--- src/rtl/cv32e40x_pkg.sv ---
// Shared types for the sequential divider: operator encoding, FSM states
// and the iteration-counter width.
package cv32e40x_pkg;

  localparam int DIV_ITER_CNT_W = 5;

  typedef enum logic [1:0] {
    DIV_DIV  = 2'd0,
    DIV_DIVU = 2'd1,
    DIV_REM  = 2'd2,
    DIV_REMU = 2'd3
  } div_opcode_e;

  typedef enum logic [1:0] {
    DIV_IDLE = 2'd0,
    DIV_ITER = 2'd1,
    DIV_DONE = 2'd2
  } div_state_e;

endpackage

--- src/rtl/cv32e40x_div_clz.sv ---
// 32-bit leading-zero counter, purely combinational.
// Returns 32 (6'b100000) for an all-zero input.
module cv32e40x_div_clz (
  input  logic [31:0] data,
  output logic [5:0]  lz_cnt
);

  // Scan upward so the highest set bit is the last one to write the count
  always_comb begin
    lz_cnt = 6'd32;
    for (int i = 0; i < 32; i++) begin
      if (data[i]) begin
        lz_cnt = 6'(31 - i);
      end
    end
  end

endmodule

--- src/rtl/cv32e40x_div_seq.sv ---
// Sequential radix-2 restore-compare divider for RV32M DIV/DIVU/REM/REMU.
// One quotient bit per cycle on magnitudes, sign correction on the output.
// Optional build macro CV32E40X_DIV_EARLY_EXIT_EN: skips the leading-zero
// bits of the dividend magnitude to shorten latency (results unchanged).
module cv32e40x_div_seq
  import cv32e40x_pkg::*;
(
  input  logic        clk,
  input  logic        rst_n,
  input  logic        valid_i,
  input  div_opcode_e operator_i,
  input  logic [31:0] op_a_i,
  input  logic [31:0] op_b_i,
  output logic [31:0] result_o,
  output logic        valid_o,
  output logic        ready_o,
  input  logic        ready_i
);

  div_state_e                state_q, state_d;
  logic [31:0]               q_reg, q_nxt;
  logic [31:0]               r_reg, r_nxt;
  logic [31:0]               d_reg, d_nxt;
  logic [DIV_ITER_CNT_W-1:0] cnt_q, cnt_nxt;
  logic                      neg_q, neg_q_nxt;
  logic                      neg_r, neg_r_nxt;

  logic                      is_signed;
  logic                      is_rem;
  logic                      sa, sb;
  logic signed [31:0]        abs_a, abs_b;
  logic                      div_zero;
  logic                      div_ovf;
  logic [32:0]               t;

  // Conditional two's-complement negation used for the final sign fix
  function automatic logic [31:0] sign_fix(input logic [31:0] v, input logic neg);
    sign_fix = neg ? (32'd0 - v) : v;
  endfunction

  // Operand classification and magnitudes
  always_comb begin
    is_signed = (operator_i == DIV_DIV) || (operator_i == DIV_REM);
    is_rem    = (operator_i == DIV_REM) || (operator_i == DIV_REMU);
    sa        = is_signed & op_a_i[31];
    sb        = is_signed & op_b_i[31];
    abs_a     = sa ? (32'd0 - op_a_i) : op_a_i;
    abs_b     = sb ? (32'd0 - op_b_i) : op_b_i;
    div_zero  = (op_b_i == 32'd0);
    div_ovf   = is_signed && (op_a_i == 32'h8000_0000) && (op_b_i == 32'hFFFF_FFFF);
    // Partial remainder with the next dividend bit shifted in, minus divisor;
    // r_reg < d_reg keeps the true difference inside signed 33-bit range
    t         = {r_reg, q_reg[31]} - {1'b0, d_reg};
  end

`ifdef CV32E40X_DIV_EARLY_EXIT_EN
  logic [5:0] lz_a;

  cv32e40x_div_clz u_clz (
    .data   (abs_a),
    .lz_cnt (lz_a)
  );
`endif

  // Next-state, datapath next values and handshake outputs
  always_comb begin
    state_d   = state_q;
    q_nxt     = q_reg;
    r_nxt     = r_reg;
    d_nxt     = d_reg;
    cnt_nxt   = cnt_q;
    neg_q_nxt = neg_q;
    neg_r_nxt = neg_r;
    valid_o   = 1'b0;
    ready_o   = 1'b0;

    case (state_q)
      DIV_IDLE: begin
        if (valid_i) begin
          if (div_zero) begin
            q_nxt     = 32'hFFFF_FFFF;
            r_nxt     = op_a_i;
            neg_q_nxt = 1'b0;
            neg_r_nxt = 1'b0;
            state_d   = DIV_DONE;
          end else if (div_ovf) begin
            q_nxt     = 32'h8000_0000;
            r_nxt     = 32'd0;
            neg_q_nxt = 1'b0;
            neg_r_nxt = 1'b0;
            state_d   = DIV_DONE;
          end else begin
            d_nxt     = abs_b;
            r_nxt     = 32'd0;
            neg_q_nxt = sa ^ sb;
            neg_r_nxt = sa;
            state_d   = DIV_ITER;
`ifdef CV32E40X_DIV_EARLY_EXIT_EN
            if (lz_a[5]) begin
              // Zero dividend: quotient and remainder are both zero
              q_nxt     = 32'd0;
              neg_q_nxt = 1'b0;
              neg_r_nxt = 1'b0;
              state_d   = DIV_DONE;
            end else begin
              q_nxt   = abs_a << lz_a[4:0];
              cnt_nxt = 5'd31 - lz_a[4:0];
            end
`else
            q_nxt   = abs_a;
            cnt_nxt = 5'd31;
`endif
          end
        end
      end
      DIV_ITER: begin
        if (!t[32]) begin
          r_nxt = t[31:0];
          q_nxt = {q_reg[30:0], 1'b1};
        end else begin
          r_nxt = {r_reg[30:0], q_reg[31]};
          q_nxt = {q_reg[30:0], 1'b0};
        end
        if (cnt_q == '0) begin
          state_d = DIV_DONE;
        end else begin
          cnt_nxt = cnt_q - 1'b1;
        end
      end
      DIV_DONE: begin
        valid_o = 1'b1;
        if (ready_i) begin
          ready_o = 1'b1;
          state_d = DIV_IDLE;
        end
      end
      default: begin
        state_d = DIV_IDLE;
      end
    endcase

    // Kill: dropping valid_i abandons any operation, including a pending result
    if (!valid_i) begin
      state_d   = DIV_IDLE;
      q_nxt     = q_reg;
      r_nxt     = r_reg;
      d_nxt     = d_reg;
      cnt_nxt   = cnt_q;
      neg_q_nxt = neg_q;
      neg_r_nxt = neg_r;
      valid_o   = 1'b0;
      ready_o   = 1'b1;
    end
  end

  // FSM state register
  always_ff @(posedge clk or negedge rst_n) begin
    if (!rst_n) begin
      state_q <= DIV_IDLE;
    end else begin
      state_q <= state_d;
    end
  end

  // Datapath registers
  always_ff @(posedge clk or negedge rst_n) begin
    if (!rst_n) begin
      q_reg <= '0;
      r_reg <= '0;
      d_reg <= '0;
      cnt_q <= '0;
      neg_q <= 1'b0;
      neg_r <= 1'b0;
    end else begin
      q_reg <= q_nxt;
      r_reg <= r_nxt;
      d_reg <= d_nxt;
      cnt_q <= cnt_nxt;
      neg_q <= neg_q_nxt;
      neg_r <= neg_r_nxt;
    end
  end

  // Result selection with sign correction, forced to zero when not valid
  always_comb begin
    result_o = 32'd0;
    if (valid_o) begin
      result_o = is_rem ? sign_fix(r_reg, neg_r) : sign_fix(q_reg, neg_q);
    end
  end

endmodule

--- config.mk ---
export PLATFORM = sky130hd
export DESIGN_NAME = cv32e40x_div_seq
export DESIGN_NICKNAME = d
export VERILOG_FILES = /design/src/rtl/cv32e40x_pkg.sv /design/src/rtl/cv32e40x_div_clz.sv /design/src/rtl/cv32e40x_div_seq.sv
export SDC_FILE = /design/constraint.sdc
export NUM_CORES = 1
export LEC_CHECK = 0
export CORE_UTILIZATION = 63
export CTS_BUF_LIST = sky130_fd_sc_hd__clkbuf_2
export DETAILED_ROUTE_END_ITERATION = 8
export DONT_BUFFER_PORTS = 1
export PLACE_DENSITY = 0.79
export SKIP_CTS_REPAIR_TIMING = 1
export SLEW_MARGIN = 40
export SYNTH_ARGS = -nofsm -noshare
export SYNTH_HDL_FRONTEND = slang
export SYNTH_SLANG_ARGS = --single-unit
--- constraint.sdc ---
create_clock -name clk -period 4.8 [get_ports clk]
set_input_delay 0.48 -clock clk [delete_from_list [all_inputs] [get_ports clk]]
set_output_delay 0.48 -clock clk [all_outputs]
set_load 0.01 [all_outputs]
==> results of run 1 <==
-- through the flow --
step / setup slack, ns / area, sq um
finish: 0.110 / 9890
CTS: -0.0376 / 9680
global route: 0.00358 / 9890
floorplan: 0.933 / 9480
global placement: 0.744 / 9510
detailed placement: 0.698 / 9520
-- critical path, delay by kind of cell (launching register included) --
family,cells,cell delay [ns]
AND/OR/NAND/NOR,5,2.34
XOR/XNOR,1,0.12
flip-flops,1,0.51
AO/OA/AOI/OAI,2,0.61
-- layout by cell type (no fill, tap or decap), types with 30 or more instances in the layout --
cell      count
nor3_1       30
dfrtp_1     101
nand2_1      98
nor2_1      135
inv_1        53
a211oi_1     32
xor2_1       67
ha_1         39
a21oi_1     122
xnor2_1      83
o21ai_0     137
-- power by group --
group	switching, mW	internal (mW)
combinational	1.93	1.40
sequential	0.484	1.19
clock	0.321	0.223
total	2.73	2.81
-- path summary, 6_finish.rpt --
path,end,slack [ns]
worst max-delay path,result_o[31],0.11
worst min-delay path,d_reg[23]$_DFFE_PN0P_,-0.02
worst max register to register,r_reg[10]$_DFFE_PN0P_,0.95
worst min register to register,d_reg[2]$_DFFE_PN0P_,0.54
max in group asynchronous,neg_r$_DFFE_PN0P_,3.99
min in group asynchronous,q_reg[6]$_DFFE_PN0P_,0.38
-- cells by family after synthesis --
family / after synthesis / share of synthesized area
AO/OA/AOI/OAI: 419 / 0.267
XOR/XNOR: 151 / 0.139
adder cells (fa/ha/maj): 40 / 0.0536
buffers and inverters: 119 / 0.0527
flip-flops: 105 / 0.277
multiplexers: 8 / 0.00845
AND/OR/NAND/NOR: 398 / 0.202
-- area by class of cell --
cell class	instances	area [sq um]	area share
Antenna cell	1	2.50	0.000253
Clock buffer	10	50.0	0.00506
Clock inverter	6	106	0.0108
Inverter	53	199	0.0201
Multi-Input combinational cell	1016	6400	0.647
Sequential cell	105	2630	0.266
Tap cell	184	230	0.0233
Timing Repair Buffer	26	268	0.0271
-- per-layer routing --
| metal | vias to the layer above | share of wire |
|---|---|---|
| li1 | 4397 | - |
| met1 | 4113 | 0.47 |
| met2 | 386 | 0.43 |
| met3 | 50 | 0.073 |
| met4 | 0 | 0.024 |
| met5 | - | 0 |
==> results.json, run 1 <==
{
  "leakagePower_nw": 3.97,
  "hold_path.class": "in2reg",
  "power_mw": 5.54,
  "yosys_register_bits": 105,
  "ys_types": 61,
  "clock_skew_ns": 0.0393,
  "die_h_um": 125,
  "fp.dieArea_sq_um": 15500,
  "synth_common_cells": "o21ai_0 (137), nor2_1 (135), a21oi_1 (122)",
  "dp_hpwl_um": 19200,
  "use_met3": 0.0485,
  "cp-end-kind": "output pin",
  "cp_cell_sequence": "or4_4 -> or3_4 -> or4_4 -> or4_4 -> or4_4 -> o31ai_2 -> xor2_1 -> a211oi_2",
  "vias": 8946,
  "globalplace.congestion": 0.924,
  "max-vdd-ir-drop_uv": 418,
  "maxCapViolations": 0,
  "grt_use_met2": 0.485,
  "track_usage": 0.328,
  "outcome": "finished with violations",
  "port_buffers": 0,
  "seq_area_frac_synth": 0.277,
  "worst-path-max-fanout": 5,
  "timing.fmax_ghz": 0.213,
  "clk_pin_slew_ns": 0.31,
  "r2r-start": "q_reg[31]$_DFFE_PN0P_",
  "hold_start": "op_b_i[23]",
  "critPathLaunchType": "flop",
  "syn_inst": 1240,
  "yosys.area.top_type": "dfrtp_1",
  "power_density_nw_per_um2": 560,
  "fin_util": 0.678,
  "layout.nets": 1321,
  "criticalPathCategory": "reg2out",
  "clock_path_buffers": 2,
  "areaGrowthSynthToFinish_pct": 4.32,
  "dp.cells": 1367,
  "wl_per_cell_um": 18.3,
  "rows": 44,
  "grt_pass1_wl_um": 41300,
  "cp_slowest_cell": "or4_4",
  "grt_max_degree": 106,
  "crit_start": "r_reg[10]$_DFFE_PN0P_",
  "fp.coreArea_sq_um": 14600,
  "worst_path_largest_cell_delay_ns": 0.55,
  "grt_busiest_layer": "met2",
  "grtUsageMet1": 0.484,
  "synth_nets": 1350,
  "rsz0062_at_grt": "no",
  "max_slew.worst_pin.slew_ns": 0.844,
  "htreeDepth": 3,
  "ff2ff_path_depth": 14,
  "overflow": 0,
  "cpMostUsedCell": "or4_4",
  "totalNegativeSetupSlack_ns": 0,
  "clk_latency_ns": 0.64,
  "yosys.cell_count.top_type": "o21ai_0",
  "drtIter0Drc": 847,
  "synth_area_sq_um": 9480,
  "die_x_um": 125,
  "timing.final.crit_share": 0.977,
  "fillers": 1281,
  "cts_made_buffers": 9,
  "initial_utilization": 0.650,
  "drt_drc_violations_left": 1,
  "fin_hold_ws_ns": -0.0178,
  "final_cells": 1401,
  "slew_viol_final": 0,
  "first_pass_iters": 7,
  "antenna_left": 0,
  "violations": "DRC, hold timing",
  "min_path_cells": 2,
  "slew_headroom": 0.438,
  "antenna_found_initial": 1,
  "synth-edff-count": 0,
  "cts.sinks": 105,
  "cts_root_buf": "clkbuf_2",
  "viasPerCell": 6.39,
  "cp.arrival_ns": 4.21,
  "synth_area_leaders": "dfrtp_1 (28%), xnor2_1 (7.8%), o21ai_0 (7.2%)",
  "async_flop_share": 1.00,
  "finalCriticalPeriod_ns": 4.69,
  "synth_top_area_frac": 0.277,
  "tritoncts": "yes",
  "hold_viol_final": 5,
  "grt_pass1_vias": 8014,
  "critPathRequiredTime_ns": 4.32,
  "drive_above_1_share": 0.0469,
  "synth_ff_type": "dfrtp_1",
  "finalSetupViolCount": 0,
  "ys_warn_count": 0,
  "ios": 104,
  "avgSynthCellArea_sq_um": 7.65,
  "drt_wl_total_um": 25700
}
Note: power is estimated with default switching activity, not from simulation.
==> inputs of run 2 (changes only) <==
Settings changed: CTS_CLUSTER_SIZE set to 25, GPL_TIMING_DRIVEN set to 0.
==> run 2 against run 1 <==
  * The flow finishes with violations (hold timing)
  * Worst setup slack worse by 0.052 ns
  * Non-clock buffer count is 52 higher
  * Sequential cell count stayed put
  * First-iteration DRC count is 0.24% higher
  * Worst hold slack worse by 0.020 ns
==> results.json, run 2 (same netlist as run 1, synthesis figures left out) <==
{
  "power_density_nw_per_um2": 560,
  "htreeDepth": 3,
  "grt_pass1_vias": 9068,
  "initial_utilization": 0.650,
  "cts_made_buffers": 9,
  "place_ws_ns": 0.326,
  "drtIter0Drc": 849,
  "wl_per_cell_um": 20.4,
  "grt_pass1_wl_um": 46900,
  "drt_wl_total_um": 29700,
  "pwr-share-clk": 0.072,
  "leakagePower_nw": 3.99,
  "timing.final.crit_share": 0.988,
  "fin_hold_ws_ns": -0.0373,
  "tritoncts": "yes",
  "finalCriticalPeriod_ns": 4.74,
  "p_seq_frac": 0.295,
  "viasPerCell": 6.65,
  "cts.sinks": 105,
  "combPwrFrac": 0.633,
  "totalNegativeSetupSlack_ns": 0,
  "clock_skew_ns": 0.0394,
  "grt_max_degree": 106,
  "violations": "hold timing",
  "areaGrowthSynthToFinish_pct": 5.11,
  "clk_pin_slew_ns": 0.31,
  "hold_viol_final": 9,
  "port_buffers": 0,
  "globalplace.congestion": 0.984,
  "vias": 9658,
  "die_x_um": 125,
  "fp.coreArea_sq_um": 14600,
  "layout.nets": 1373,
  "ios": 104,
  "slew_viol_final": 0,
  "antenna_left": 0,
  "switchingPower_mw": 2.94,
  "final_common_cell": "o21ai_0",
  "clk_latency_ns": 0.65,
  "drive_above_1_share": 0.0418,
  "drt_drc_violations_left": 0,
  "fp.dieArea_sq_um": 15500,
  "cp.arrival_ns": 4.26,
  "fin_util": 0.683,
  "first_pass_iters": 8,
  "worst-path-max-fanout": 5,
  "track_usage": 0.381,
  "max_slew.worst_pin.slew_ns": 0.717,
  "max-vdd-ir-drop_uv": 257,
  "p_int_mw": 2.64,
  "cts_root_buf": "clkbuf_2",
  "outcome": "finished with violations",
  "cp-end-kind": "output pin",
  "rsz0062_at_grt": "no",
  "p_sw_frac": 0.526,
  "timing.fmax_ghz": 0.211,
  "finalSetupViolCount": 0,
  "criticalPathCategory": "reg2out",
  "setup_ws_ns": 0.0588,
  "antenna_found_initial": 1,
  "maxCapViolations": 0,
  "dp_hpwl_um": 23300,
  "clock_path_buffers": 2,
  "rows": 44,
  "slew_headroom": 0.510,
  "die_h_um": 125,
  "overflow": 0,
  "mostFrequentLayoutCells": "o21ai_0 (136), nor2_1 (135), a21oi_1 (122)",
  "critPathRequiredTime_ns": 4.32,
  "hold_path.class": "in2reg",
  "critPathLaunchType": "flop"
}
-- run 2: stage by stage --
stage	area, sq um	hold WS (ns)	std cells	power (mW)
global placement	9710	0.187	1424	4.97
CTS	9810	-0.556	1440	5.45
detailed placement	9720	0.187	1424	5.06
floorplan	9480	0.184	1240	4.16
finish	9970	-0.0373	1453	5.58
global route	9970	0.00131	1453	6.02
-- run 2: worst paths after layout --
path	to	depth (start not counted)	start	slack (ns)
max in group asynchronous	neg_r$_DFFE_PN0P_	2	rst_n	3.98
min in group asynchronous	q_reg[17]$_DFFE_PN0P_	2	rst_n	0.37
setup reg to reg	q_reg[0]$_DFFE_PN0P_	14	q_reg[31]$_DFFE_PN0P_	0.26
hold / removal	neg_q$_DFFE_PN0P_	2	op_a_i[31]	-0.04
hold reg to reg	d_reg[27]$_DFFE_PN0P_	2	d_reg[27]$_DFFE_PN0P_	0.54
setup / recovery	result_o[29]	8	r_reg[10]$_DFFE_PN0P_	0.06
-- run 2: worst max-delay path, cell delays in order (launching register included) --
cell      delay, ns
dfrtp_1        0.54
or4_4          0.58
or3_4          0.37
or4_4          0.52
or4_4          0.46
or4_4          0.46
o41ai_2        0.24
xor2_1         0.14
a211oi_2       0.31
-- run 2: metal layers --
layer | track usage | share of wire
met5 | 0.00327 | 0
met2 | 0.618 | 0.45
met3 | 0.0563 | 0.096
met4 | 0.184 | 0.047
met1 | 0.499 | 0.40
-- run 2: final cells by class --
type / count / area [sq um]
repair buffers: 12 / 138
fillers: 1297 / 4620
clock inverters: 7 / 45.0
multi-input cells: 1016 / 6380
flip-flops and latches: 105 / 2630
well taps: 184 / 230
inverters: 53 / 199
plain buffers: 66 / 300
clock buffers: 9 / 45.0
diodes: 1 / 2.50
-- run 2: power by group through the flow --
| stage | combinational, mW | sequential [mW] | clock, mW |
|---|---|---|---|
| floorplan | 2.68 | 1.48 | 0 |
| global placement | 3.34 | 1.62 | 0 |
| detailed placement | 3.42 | 1.64 | 0 |
| CTS | 3.43 | 1.61 | 0.397 |
| global route | 3.92 | 1.68 | 0.422 |
| finish | 3.53 | 1.65 | 0.402 |
